--- src/rtl/pc_branch_unit.sv ---
// Program counter with conditional branch, call/return stack and sticky stack-error flag.
// PC updates one edge after the decision; EN=0 stalls everything and forces ESCR_PC low.
module pc_branch_unit #(
  parameter int AW = 8,
  parameter int DW = 8,
  parameter int SD = 4,
  parameter logic [AW-1:0] RESET_PC = '0
) (
  input  logic          CLK,
  input  logic          RST_N,
  input  logic          EN,
  input  logic          S_FLAG,
  input  logic [DW-1:0] OPERANDO1,
  input  logic [2:0]    SEL_PC,
  input  logic [AW-1:0] TARGET,
  input  logic          CALL,
  input  logic          RET,
  output logic [AW-1:0] PC,
  output logic          ESCR_PC,
  output logic          STK_FULL,
  output logic          STK_EMPTY,
  output logic          STK_ERR
);

  localparam int PW = $clog2(SD + 1);
  localparam int IW = $clog2(SD);

  logic [AW-1:0] stk [SD];
  logic [PW-1:0] sp;
  logic [PW-1:0] sp_dec;
  logic [AW-1:0] pc_inc;
  logic [AW-1:0] pc_nxt;
  logic          cond;
  logic          do_ret;
  logic          ret_err;
  logic          do_call;
  logic          call_err;
  logic          do_br;

  always_comb begin
    cond = 1'b0;
    case (SEL_PC)
      3'b000: cond = 1'b0;
      3'b001: cond = 1'b1;
      3'b010: cond = S_FLAG;
      3'b011: cond = ~S_FLAG;
      3'b100: cond = OPERANDO1[DW-1];
      3'b101: cond = ~OPERANDO1[DW-1];
      3'b110: cond = (OPERANDO1 == '0);
      3'b111: cond = (OPERANDO1 != '0);
      default: cond = 1'b0;
    endcase
  end

  assign pc_inc    = PC + {{(AW-1){1'b0}}, 1'b1};
  assign sp_dec    = sp - {{(PW-1){1'b0}}, 1'b1};
  assign STK_FULL  = (sp == PW'(SD));
  assign STK_EMPTY = (sp == '0);

  // RET outranks CALL; a CALL shadowed by RET is silently dropped.
  assign do_ret   = EN & RET & ~STK_EMPTY;
  assign ret_err  = EN & RET & STK_EMPTY;
  assign do_call  = EN & CALL & ~RET & ~STK_FULL;
  assign call_err = EN & CALL & ~RET & STK_FULL;
  assign do_br    = EN & cond & ~CALL & ~RET;

  assign ESCR_PC = do_ret | do_call | do_br;

  always_comb begin
    pc_nxt = pc_inc;
    if (do_ret) begin
      pc_nxt = stk[sp_dec[IW-1:0]];
    end else if (do_call || do_br) begin
      pc_nxt = TARGET;
    end
  end

  always_ff @(posedge CLK or negedge RST_N) begin
    if (!RST_N) begin
      PC      <= RESET_PC;
      sp      <= '0;
      STK_ERR <= 1'b0;
      for (int i = 0; i < SD; i++) begin
        stk[i] <= '0;
      end
    end else if (EN) begin
      PC <= pc_nxt;
      if (do_call) begin
        stk[sp[IW-1:0]] <= pc_inc;
        sp              <= sp + {{(PW-1){1'b0}}, 1'b1};
      end else if (do_ret) begin
        sp <= sp_dec;
      end
      if (ret_err || call_err) begin
        STK_ERR <= 1'b1;
      end
    end
  end

endmodule

--- config.mk ---
export PLATFORM = sky130hd
export DESIGN_NAME = pc_branch_unit
export DESIGN_NICKNAME = d
export VERILOG_FILES = /design/src/rtl/pc_branch_unit.sv
export SDC_FILE = /design/constraint.sdc
export NUM_CORES = 1
export LEC_CHECK = 0
export CORE_MARGIN = 4
export CORE_UTILIZATION = 39
export CTS_CLUSTER_SIZE = 10
export DETAILED_ROUTE_END_ITERATION = 6
export GPL_ROUTABILITY_DRIVEN = 1
export GPL_TIMING_DRIVEN = 0
export PLACE_DENSITY_LB_ADDON = 0.05
export SYNTH_ARGS = -nofsm -noshare
export SYNTH_HDL_FRONTEND = slang
export SYNTH_SLANG_ARGS = --single-unit
--- constraint.sdc ---
create_clock -name CLK -period 2.8 [get_ports CLK]
set_input_delay 0.56 -clock CLK [delete_from_list [all_inputs] [get_ports CLK]]
set_output_delay 0.56 -clock CLK [all_outputs]
set_load 0.02 [all_outputs]
==> results of run 1 <==
[critical path, delay by kind of cell, from the launching register on]
kind | cells | cell delay (ps)
buffers and inverters | 4 | 620
adder cells (fa/ha/maj) | 2 | 430
AND/OR/NAND/NOR | 2 | 330
flip-flops | 1 | 390
AO/OA/AOI/OAI | 1 | 30
[through the flow]
stage / power [mW] / area (sq um) / setup WS, ps / instances
final: 2.96 / 3040 / 132 / 368
after global routing: 3.20 / 3040 / 26.0 / 368
after CTS: 2.96 / 3000 / 26.2 / 367
after detailed placement: 2.52 / 2830 / -804 / 354
after global placement: 2.50 / 2810 / -803 / 353
after floorplan: 2.02 / 2370 / 142 / 243
[routing by layer]
| layer | GRT usage [%] | up-vias | wire length (um) |
|---|---|---|---|
| li1 | - | 965 | - |
| met3 | 4.42 | 9 | 497 |
| met4 | 5.76 | 0 | 68 |
| met5 | 0 | - | 0 |
| met2 | 30.7 | 89 | 3080 |
| met1 | 27.7 | 998 | 3070 |
[path summary, 6_finish.rpt]
kind | startpoint | end | depth (start not counted)
min in group CLK | STK_ERR | STK_ERR | 1
max in group asynchronous | RST_N | stk[13] | 2
min reg2reg | STK_ERR | STK_ERR | 1
min | RST_N | PC[0] | 1
max reg2reg | sp[0] | stk[2] | 10
max | sp[0] | ESCR_PC | 9
[Yosys cell counts (2+ instances only)]
cell / count / area (sq um)
o21ai_1: 2 / 10.0
buf_2: 2 / 10.0
and3_1: 2 / 12.5
and2_1: 4 / 25.0
o21ai_0: 32 / 160
a211oi_1: 7 / 52.6
inv_1: 9 / 33.8
nor3_1: 3 / 15.0
dfrtp_1: 44 / 1100
a211o_1: 2 / 17.5
nor2_1: 7 / 26.3
o211a_1: 2 / 20.0
nand2_1: 58 / 218
o211ai_1: 6 / 45.0
clkbuf_1: 6 / 22.5
nor4_1: 3 / 18.8
ha_1: 7 / 87.6
o22ai_1: 4 / 25.0
xnor2_1: 6 / 52.6
xor2_1: 2 / 17.5
mux4_2: 8 / 180
nand3_1: 5 / 25.0
a21oi_1: 2 / 10.0
a22oi_1: 3 / 22.5
[power by group]
group          total (mW)  switching, mW  internal [mW]
clock network       0.381          0.211          0.170
registers            1.17          0.240          0.927
logic                1.41          0.736          0.677
total                2.96           1.19           1.77
[state kept, by name, summed over array words and instances (netlist names)]
signal / flops
sp: 3
PC: 8
stk: 32
STK_ERR: 1
[cells by family after synthesis]
group,share of synthesized area (%)
buffers and inverters,3.86
DFF,46.5
AOI/OAI and AO/OA,18.4
muxes,7.61
adders and majority gates,3.70
xor gates and xnor gates,2.96
and+or+nand+nor,17.0
[layout make-up]
cell class	instances	share of cell area, %
clock inverter	1	0.164
timing repair buffer	43	13.9
clock buffer	6	2.38
tap	75	3.08
sequential	44	36.2
buffer	10	2.26
inverter	10	1.32
multi-input combinational	179	40.8
[timing repair]
item,4_1_cts,5_1_grt
endpoints found under the setup margin,10,1
gates resized for setup,16,6
pin swaps,3,2
gates cloned,0,0
setup buffers,6,1
==> results.md, run 1 <==
- Synth Flop Type: dfrtp_1
- Die Height: 85.9 um
- GP Congestion: 0.833
- Cells after Synth: 243
- DR DRC count: 0
- Tmin final: 2670 ps
- First-pass GRT wire length: 11,300 um
- Reg2reg setup slack: 340 ps
- Critical path class: reg -> out
- Synth warn: 0
- Htree depth: 2
- FF+latch area: 1100 sq um
- WL/cell: 18.3 um
- Fmax: 375 MHz
- Synthesized area: 2370 sq um
- Slew margin rel.: 56.2%
- CTS root buffer: clkbuf_8
- Max-cap violations: 0
- FILL cells: 568
- Skew-Pair Late Insertion Delay: 290 ps
- TritonRoute pass-1 iters: 4
- Syn Area/Cell: 9.75 sq um
- Worst-margin pin slew: 657 ps
- Max Transition Viols Final: 0
- Critical-path top delay cell: dfrtp_1
- CP required: 2240 ps
- Clock transition at path regs: 80 ps
- IO Pins: 37
- Startpoint Class: register
- Post-synth ARST share: 100%
- Core Area: 5920 sq um
- Initial antenna violation count: 0
- Antenna diodes: 0
- Seq/Total Area, Yosys: 46.5%
- Critical Path, Cell by Cell: buf_8 -> inv_1 -> ha_2 -> ha_2 -> nor4b_4 -> clkbuf_8 -> a21oi_4 -> nand2_1 -> clkdlybuf4s15_2
- Unrepaired setup endpoints after global routing: false
- DR iter-0 viols: 106
- Final critical-path share of the clock period: 95.3%
- Largest net degree at the start of global routing: 33
- NumNets Final: 325
- Clock sinks: 44
- Multi-input logic area: 1240 sq um
- Drt total wl: 6720 um
- Maximum VDD drop: 0.402 mV
- Post-synth EDFFs: 0
- Cell Rows: 28
- Most frequent CP cell: ha_2
- Clock Skews: 6.65 ps
- Leak pwr: 1.31 nW
- Die area: 7380 sq um
- Max incr delay on CP: 390 ps
- Num CTS Buffers: 5
- WHS: 155 ps
- Hold Path Class: in -> async
- Vias in the first global route: 2,115
- Die Width: 85.9 um
- # port buffers: 35
- Most common cell after layout, fill and taps aside: nand2_1
- CP Capture Type: output pin
- CP max FO: 4
- Share of layout cells above drive strength 1: 14.7%
- CTS tree: done
- Vias: 2,061
- Vias/cell: 5.60
- Setup tns final: 0 ps
- PwrDens: 973 nW/um^2
- Status: finished clean
- CP arrival: 2110 ps
- Hold Fails Final Rpt: 0
- Initial Util: 40.0%
- Syn nets: 275
- ANT nets after route: 0
- Commonest cells after routing, fill and taps aside: 57 x nand2_1, 44 x dfrtp_1, 32 x o21ai_0, 32 x clkdlybuf4s50_1, 9 x inv_1
- Max clock buf depth: 2
- Grt ovf: 0
- Layout area overhead: 28.5%
- Synthesized flop and latch total: 44
- Final HPWL DP: 4850 um
- Yosys cell types: 41
- Post-layout util: 51.4%
- Total GRT Usage: 19.8%
- Post-CTS Hold Buffers: 0
- # setup viols final: 0
Note: power is estimated with default switching activity, not from simulation.
==> run 2, diff against run 1 <==
--- a/config.mk
+++ b/config.mk
@@ -12,6 +12,7 @@
 export GPL_ROUTABILITY_DRIVEN = 1
 export GPL_TIMING_DRIVEN = 0
 export PLACE_DENSITY_LB_ADDON = 0.05
+export SLEW_MARGIN = 5
 export SYNTH_ARGS = -nofsm -noshare
 export SYNTH_HDL_FRONTEND = slang
 export SYNTH_SLANG_ARGS = --single-unit
==> results of run 2 <==
Final layout, timing and power as in run 1 (identical DEF).
==> run 3, diff against run 2 <==
--- a/config.mk
+++ b/config.mk
@@ -6,7 +6,7 @@
 export NUM_CORES = 1
 export LEC_CHECK = 0
 export CORE_MARGIN = 4
-export CORE_UTILIZATION = 39
+export CORE_UTILIZATION = 53
 export CTS_CLUSTER_SIZE = 10
 export DETAILED_ROUTE_END_ITERATION = 6
 export GPL_ROUTABILITY_DRIVEN = 1
==> run 3 against run 2 <==
Cell count is 6.3% lower. Flip-flop and latch count stayed put. Die area is 24% lower. Setup slack worse by 16 ps. Critical endpoint unchanged. Clock skew hardly changed. Critical path type is now in -> out. Fmax is 0.60% lower. Utilization is 18 points higher. Global-route usage is 6.4 points higher. Power is 0.42% lower. Cell area is 1.0% lower.
==> results.md, run 3 (synthesized netlist as in run 1, its figures left out) <==
- Final critical-path share of the clock period: 95.9%
- NumNets Final: 325
- Worst-margin pin slew: 739 ps
- Leak pwr: 1.30 nW
- Setup ws final: 116 ps
- Maximum VDD drop: 0.472 mV
- DR DRC count: 0
- CP max FO: 7
- Critical path class: in -> out
- CP arrival: 2120 ps
- Largest net degree at the start of global routing: 27
- Critical path startpoint: RET
- Drt total wl: 6560 um
- IO Pins: 37
- Critical path's top delay family: buffers and inverters
- Die area: 5600 sq um
- TritonRoute pass-1 iters: 4
- Antenna diodes: 0
- Biggest regs: stk: 32 flops, PC: 8 flops, sp: 3 flops
- Unrepaired setup endpoints after global routing: false
- RR Startpoint: sp[0]
- Hold Path Class: in -> async
- # port buffers: 35
- # setup viols final: 0
- Critical-path top delay cell: clkdlybuf4s50_1
- CTS tree: done
- Layout area overhead: 27.2%
- Core Area: 4350 sq um
- Die Width: 74.9 um
- Vias in the first global route: 2,075
- Max clock buf depth: 2
- Max-cap violations: 0
- Post-CTS Hold Buffers: 0
- Clock Skews: 6.54 ps
- Slew margin rel.: 50.5%
- Max incr delay on CP: 570 ps
- Share of layout cells above drive strength 1: 15.0%
- Most common cell after layout, fill and taps aside: nand2_1
- Reg2reg setup slack: 280 ps
- First-pass GRT wire length: 10,700 um
- ANT nets after route: 0
- CP Capture Type: output pin
- Critical Path, Cell by Cell: clkdlybuf4s50_1 -> nor4_4 -> o211a_4 -> a21oi_4 -> nand2_1 -> buf_2
- Cell Rows: 24
- Vias/cell: 5.97
- Htree depth: 2
- Clock transition at path regs: 80 ps
- Setup tns final: 0 ps
- Hold Fails Final Rpt: 0
- Num CTS Buffers: 5
- Buffers & Inverters on Critical Path: 2
- Total GRT Usage: 26.2%
- Max reg flops: 32
- Vias: 2,061
- Fmax: 373 MHz
- Skew-Pair Late Insertion Delay: 290 ps
- Post-Place Worst Slack: -704 ps
- Largest Register: stk
- R2R Path End: stk[6]
- PwrDens: 979 nW/um^2
- Initial Util: 54.4%
- Startpoint Class: input port
- Grt ovf: 0
- Total design power: 2.95 mW
- Die Height: 74.9 um
- Commonest cells after routing, fill and taps aside: 58 x nand2_1, 44 x dfrtp_1, 33 x clkdlybuf4s50_1, 32 x o21ai_0, 9 x inv_1
- Tmin final: 2680 ps
- CP required: 2240 ps
- Initial antenna violation count: 0
- WL/cell: 19.0 um
- Clock sinks: 44
- Max Transition Viols Final: 0
- Status: finished clean
- CTS root buffer: clkbuf_8
- Worst Reg-to-Reg Cells: 10
- GP Congestion: 0.887
- Final HPWL DP: 4470 um
- DR iter-0 viols: 148
==> run 3: cell types whose count changed in the layout (fill, tap and decap cells not counted), sizes merged <==
| cell | change |
|---|---|
| buf | +1 |
| clkdlybuf4s15 | -1 |
| dlymetal6s2s | -1 |
| clkdlybuf4s50 | +1 |
==> run 3: timing repair <==
item / 4_1_cts / 5_1_grt
endpoints found under the hold margin: 0 / 0
resized for setup: 16 / 8
endpoints found under the setup margin: 3 / 1
buffers inserted: 3 / 4
pin swaps: 1 / 2
gates cloned: 0 / 0
==> run 3: worst register-to-register path, cell delays in order (launching register included) <==
cell      delay [ps]
dfrtp_1          400
buf_12           120
inv_1             50
ha_2             210
ha_2             210
nor4b_4          300
buf_4            210
nand2_1          240
clkbuf_1         360
nand2_1          160
o21ai_0          110
==> run 3: area by class of cell <==
class                   instances  area (sq um)
multi-input cells             179          1240
plain buffers                  10          73.8
clock buffers                   6          72.6
inverters                      10          40.0
repair buffers                 43           413
flip-flops and latches         44          1100
fillers                       343          1340
well taps                      52          65.1
clock inverters                 1          5.00
==> run 3: worst max path at each step <==
stage                     depth (start not counted)       to
after floorplan                                   8  ESCR_PC
after global placement                            9  ESCR_PC
after detailed placement                          9  ESCR_PC
after CTS                                         7  ESCR_PC
after global routing                              7  ESCR_PC
final                                             6  ESCR_PC
==> run 3: per-layer routing <==
metal	wire length (um)	GRT usage, %	vias to the layer above
met4	147	9.88	0
met1	2910	35.5	1007
met3	486	4.67	13
li1	-	-	970
met2	3020	42.1	71
met5	0	0	-
==> run 3: stage by stage <==
step	cells	utilization [%]	hold slack [ps]	cell area, sq um
finish	345	69.2	209	3010
global route	345	69.2	245	3010
CTS	341	67.4	224	2940
detailed placement	331	64.3	444	2800
global placement	330	63.9	442	2780
floorplan	243	-	264	2370
==> run 3: report_power, final <==
part	leakage (nW)	internal, mW	switching [mW]
combinational	0.698	0.699	0.717
clock	0.0410	0.170	0.204
sequential	0.559	0.928	0.231
==> patch (flow settings as in run 3) <==
`DW`: 8 -> 6.
--- a/src/rtl/pc_branch_unit.sv
+++ b/src/rtl/pc_branch_unit.sv
@@ -2,7 +2,7 @@
 // PC updates one edge after the decision; EN=0 stalls everything and forces ESCR_PC low.
 module pc_branch_unit #(
   parameter int AW = 8,
-  parameter int DW = 8,
+  parameter int DW = 6,
   parameter int SD = 4,
   parameter logic [AW-1:0] RESET_PC = '0
 ) (
Interface: changed (resized OPERANDO1); port bits go from 37 to 35. No check against the original RTL was run, so the function may have changed too.
==> patch against run 3 <==
  * Routed wire length shrank 14%
  * Critical path depth is the same
  * Clock power grew 30%
  * Maximum frequency shrank 1.4%
  * Synthesized area grew 0.79%
  * Largest cell class unchanged
  * Worst setup slack lost 0.038 ns
  * Synthesized cell count shrank 2.9%
  * Sequential cell count is the same
  * Final area shrank 1.6%
  * Largest power group unchanged
  * Core utilization shrank 1.1 points
  * Die area grew 0.71%
  * Power shrank 0.22%
==> patch: results (changes against run 3) <==
metric,value,unit,change
crit_path_max_fanout,10,,was 7
clk_latency,0.30,ns,
antenna_found_initial,0,,unchanged
synth.yosys.seq_area_share,46.1,%,was 46.5%
drt_wl_total,5.64,mm,was 6.56 mm
grt_start_max_net_pins,30,,was 27
placed_cell_area,2810,um2,was 2800 um2
synth-main-ff-cell,dfrtp_1,,unchanged
synthTopCellsByArea,"dfrtp_1 (46%), nand2_1 (8.5%), o21ai_0 (7.5%), mux4_2 (7.5%), ha_1 (3.7%)",,"was dfrtp_1 (46%), nand2_1 (9.2%), mux4_2 (7.6%), o21ai_0 (6.8%), ha_1 (3.7%)"
finalSetupViolCount,0,,unchanged
rr_startpoint,sp[0],,unchanged
r2r-end,stk[30],,was stk[6]
layout.nets,308,,was 325
outcome,"finished, final reports clean",,unchanged
cp_top_family,buffers and inverters,,unchanged
ys_types,38,,was 41
hold_slack,0.171,ns,was 0.209 ns
n_antenna_cell,0,,unchanged
gp_congestion,0.811,,was 0.887
period_minus_slack,2.72,ns,was 2.68 ns
synthCells,236,,was 243
numCtsBuffers,5,,unchanged
min_path_type,primary input to asynchronous set/reset pin,,unchanged
slowest_delay,0.47,ns,was 0.57 ns
regMostFlops,stk,,unchanged
synth_nets,266,,was 275
viasPerCell,5.63,,was 5.97
cts_tree,done,,unchanged
grt_pass1_vias,1814,,was 2075
rrSetupSlack,0.33,ns,was 0.28 ns
num-fill-cells,367,,was 343
ys_warn_count,0,,unchanged
wl_per_cell,17.0,um,was 19.0 um
drt_iter0_drc,99,,was 148
cpMaxStageDelayCell,clkdlybuf4s50_1,,unchanged
clk_pin_slew,0.09,ns,
final_core_util,68.1,%,was 69.2%
layout-drive-gt1-share,15.8,%,was 15.0%
p_leak,1.27,nW,was 1.30 nW
yosys-top-cells-count,"nand2_1 (54), dfrtp_1 (44), o21ai_0 (36)",,"was nand2_1 (58), dfrtp_1 (44), o21ai_0 (32)"
numPortBuffers,34,,was 35
skew,0.00848,ns,was 0.00654 ns
dp_cells,323,,was 331
grt_pass1_wl,9.20,mm,was 10.7 mm
place_ws,-0.495,ns,was -0.704 ns
internal_power,1.83,mW,was 1.80 mW
hpwl,4.03,mm,was 4.47 mm
first_pass_iters,4,,unchanged
vdd_ir_drop_max,0.657,mV,was 0.472 mV
grt_usage,22.1,%,was 26.2%
worstPathArrival,2.16,ns,was 2.12 ns
htree_levels,2,,unchanged
maxSlewHeadroom,62.3,%,was 50.5%
reg.largest.list,"stk x32, PC x8, sp x3",,unchanged
-- patch: cell count changes after synthesis, sizes merged, moves of 3 or more --
cell / change
o211ai: -6
nor3b: +5
nand2: -4
a211oi: -5
nor2: -5
nor2b: +6
o32ai: +3
a22oi: -4
o221ai: +3
-- patch: power groups by stage --
stage	Clock (mW)	Combinational [mW]	Sequential (mW)
after global routing	0.523	1.48	1.16
after detailed placement	0	1.31	1.11
after global placement	0	1.28	1.11
after CTS	0.494	1.35	1.11
final	0.485	1.35	1.11
after floorplan	0	0.845	1.13
-- patch: worst max path at each step --
stage	from	end
2_1_floorplan	sp[0]	ESCR_PC
4_1_cts	OPERANDO1[1]	ESCR_PC
3_3_place_gp	SEL_PC[1]	ESCR_PC
5_1_grt	sp[0]	ESCR_PC
3_5_place_dp	OPERANDO1[5]	ESCR_PC
6_report	OPERANDO1[1]	ESCR_PC
-- patch: cell families after synthesis --
logic type	count (synthesis)	synth area share (%)
flops	44	46.1
fa+ha+maj	7	3.67
xor+xnor	7	2.57
compound gates	57	15.0
mux	8	7.55
simple gates	93	21.5
buf+inv	20	3.62
-- patch: routing by layer --
layer,up-vias,global-route usage (%),wire [um]
met5,-,0,0
met4,0,4.15,24
met3,2,4.67,349
met2,48,35.1,2650
met1,901,31.6,2610
li1,911,-,-
-- patch: timing repair --
item,in CTS,in global routing
setup endpoints to repair,2,1
pin swaps,3,1
buffers inserted,1,0
gates cloned,0,0
gates resized for setup,14,9
-- patch: cell type report --
class / count / share of cell area [%]
multi-input combinational: 172 / 42.1
sequential: 44 / 37.1
timing repair buffer: 36 / 12.2
clock buffer: 5 / 2.32
tap: 52 / 2.20
clock inverter: 3 / 1.44
buffer: 9 / 1.35
inverter: 10 / 1.27
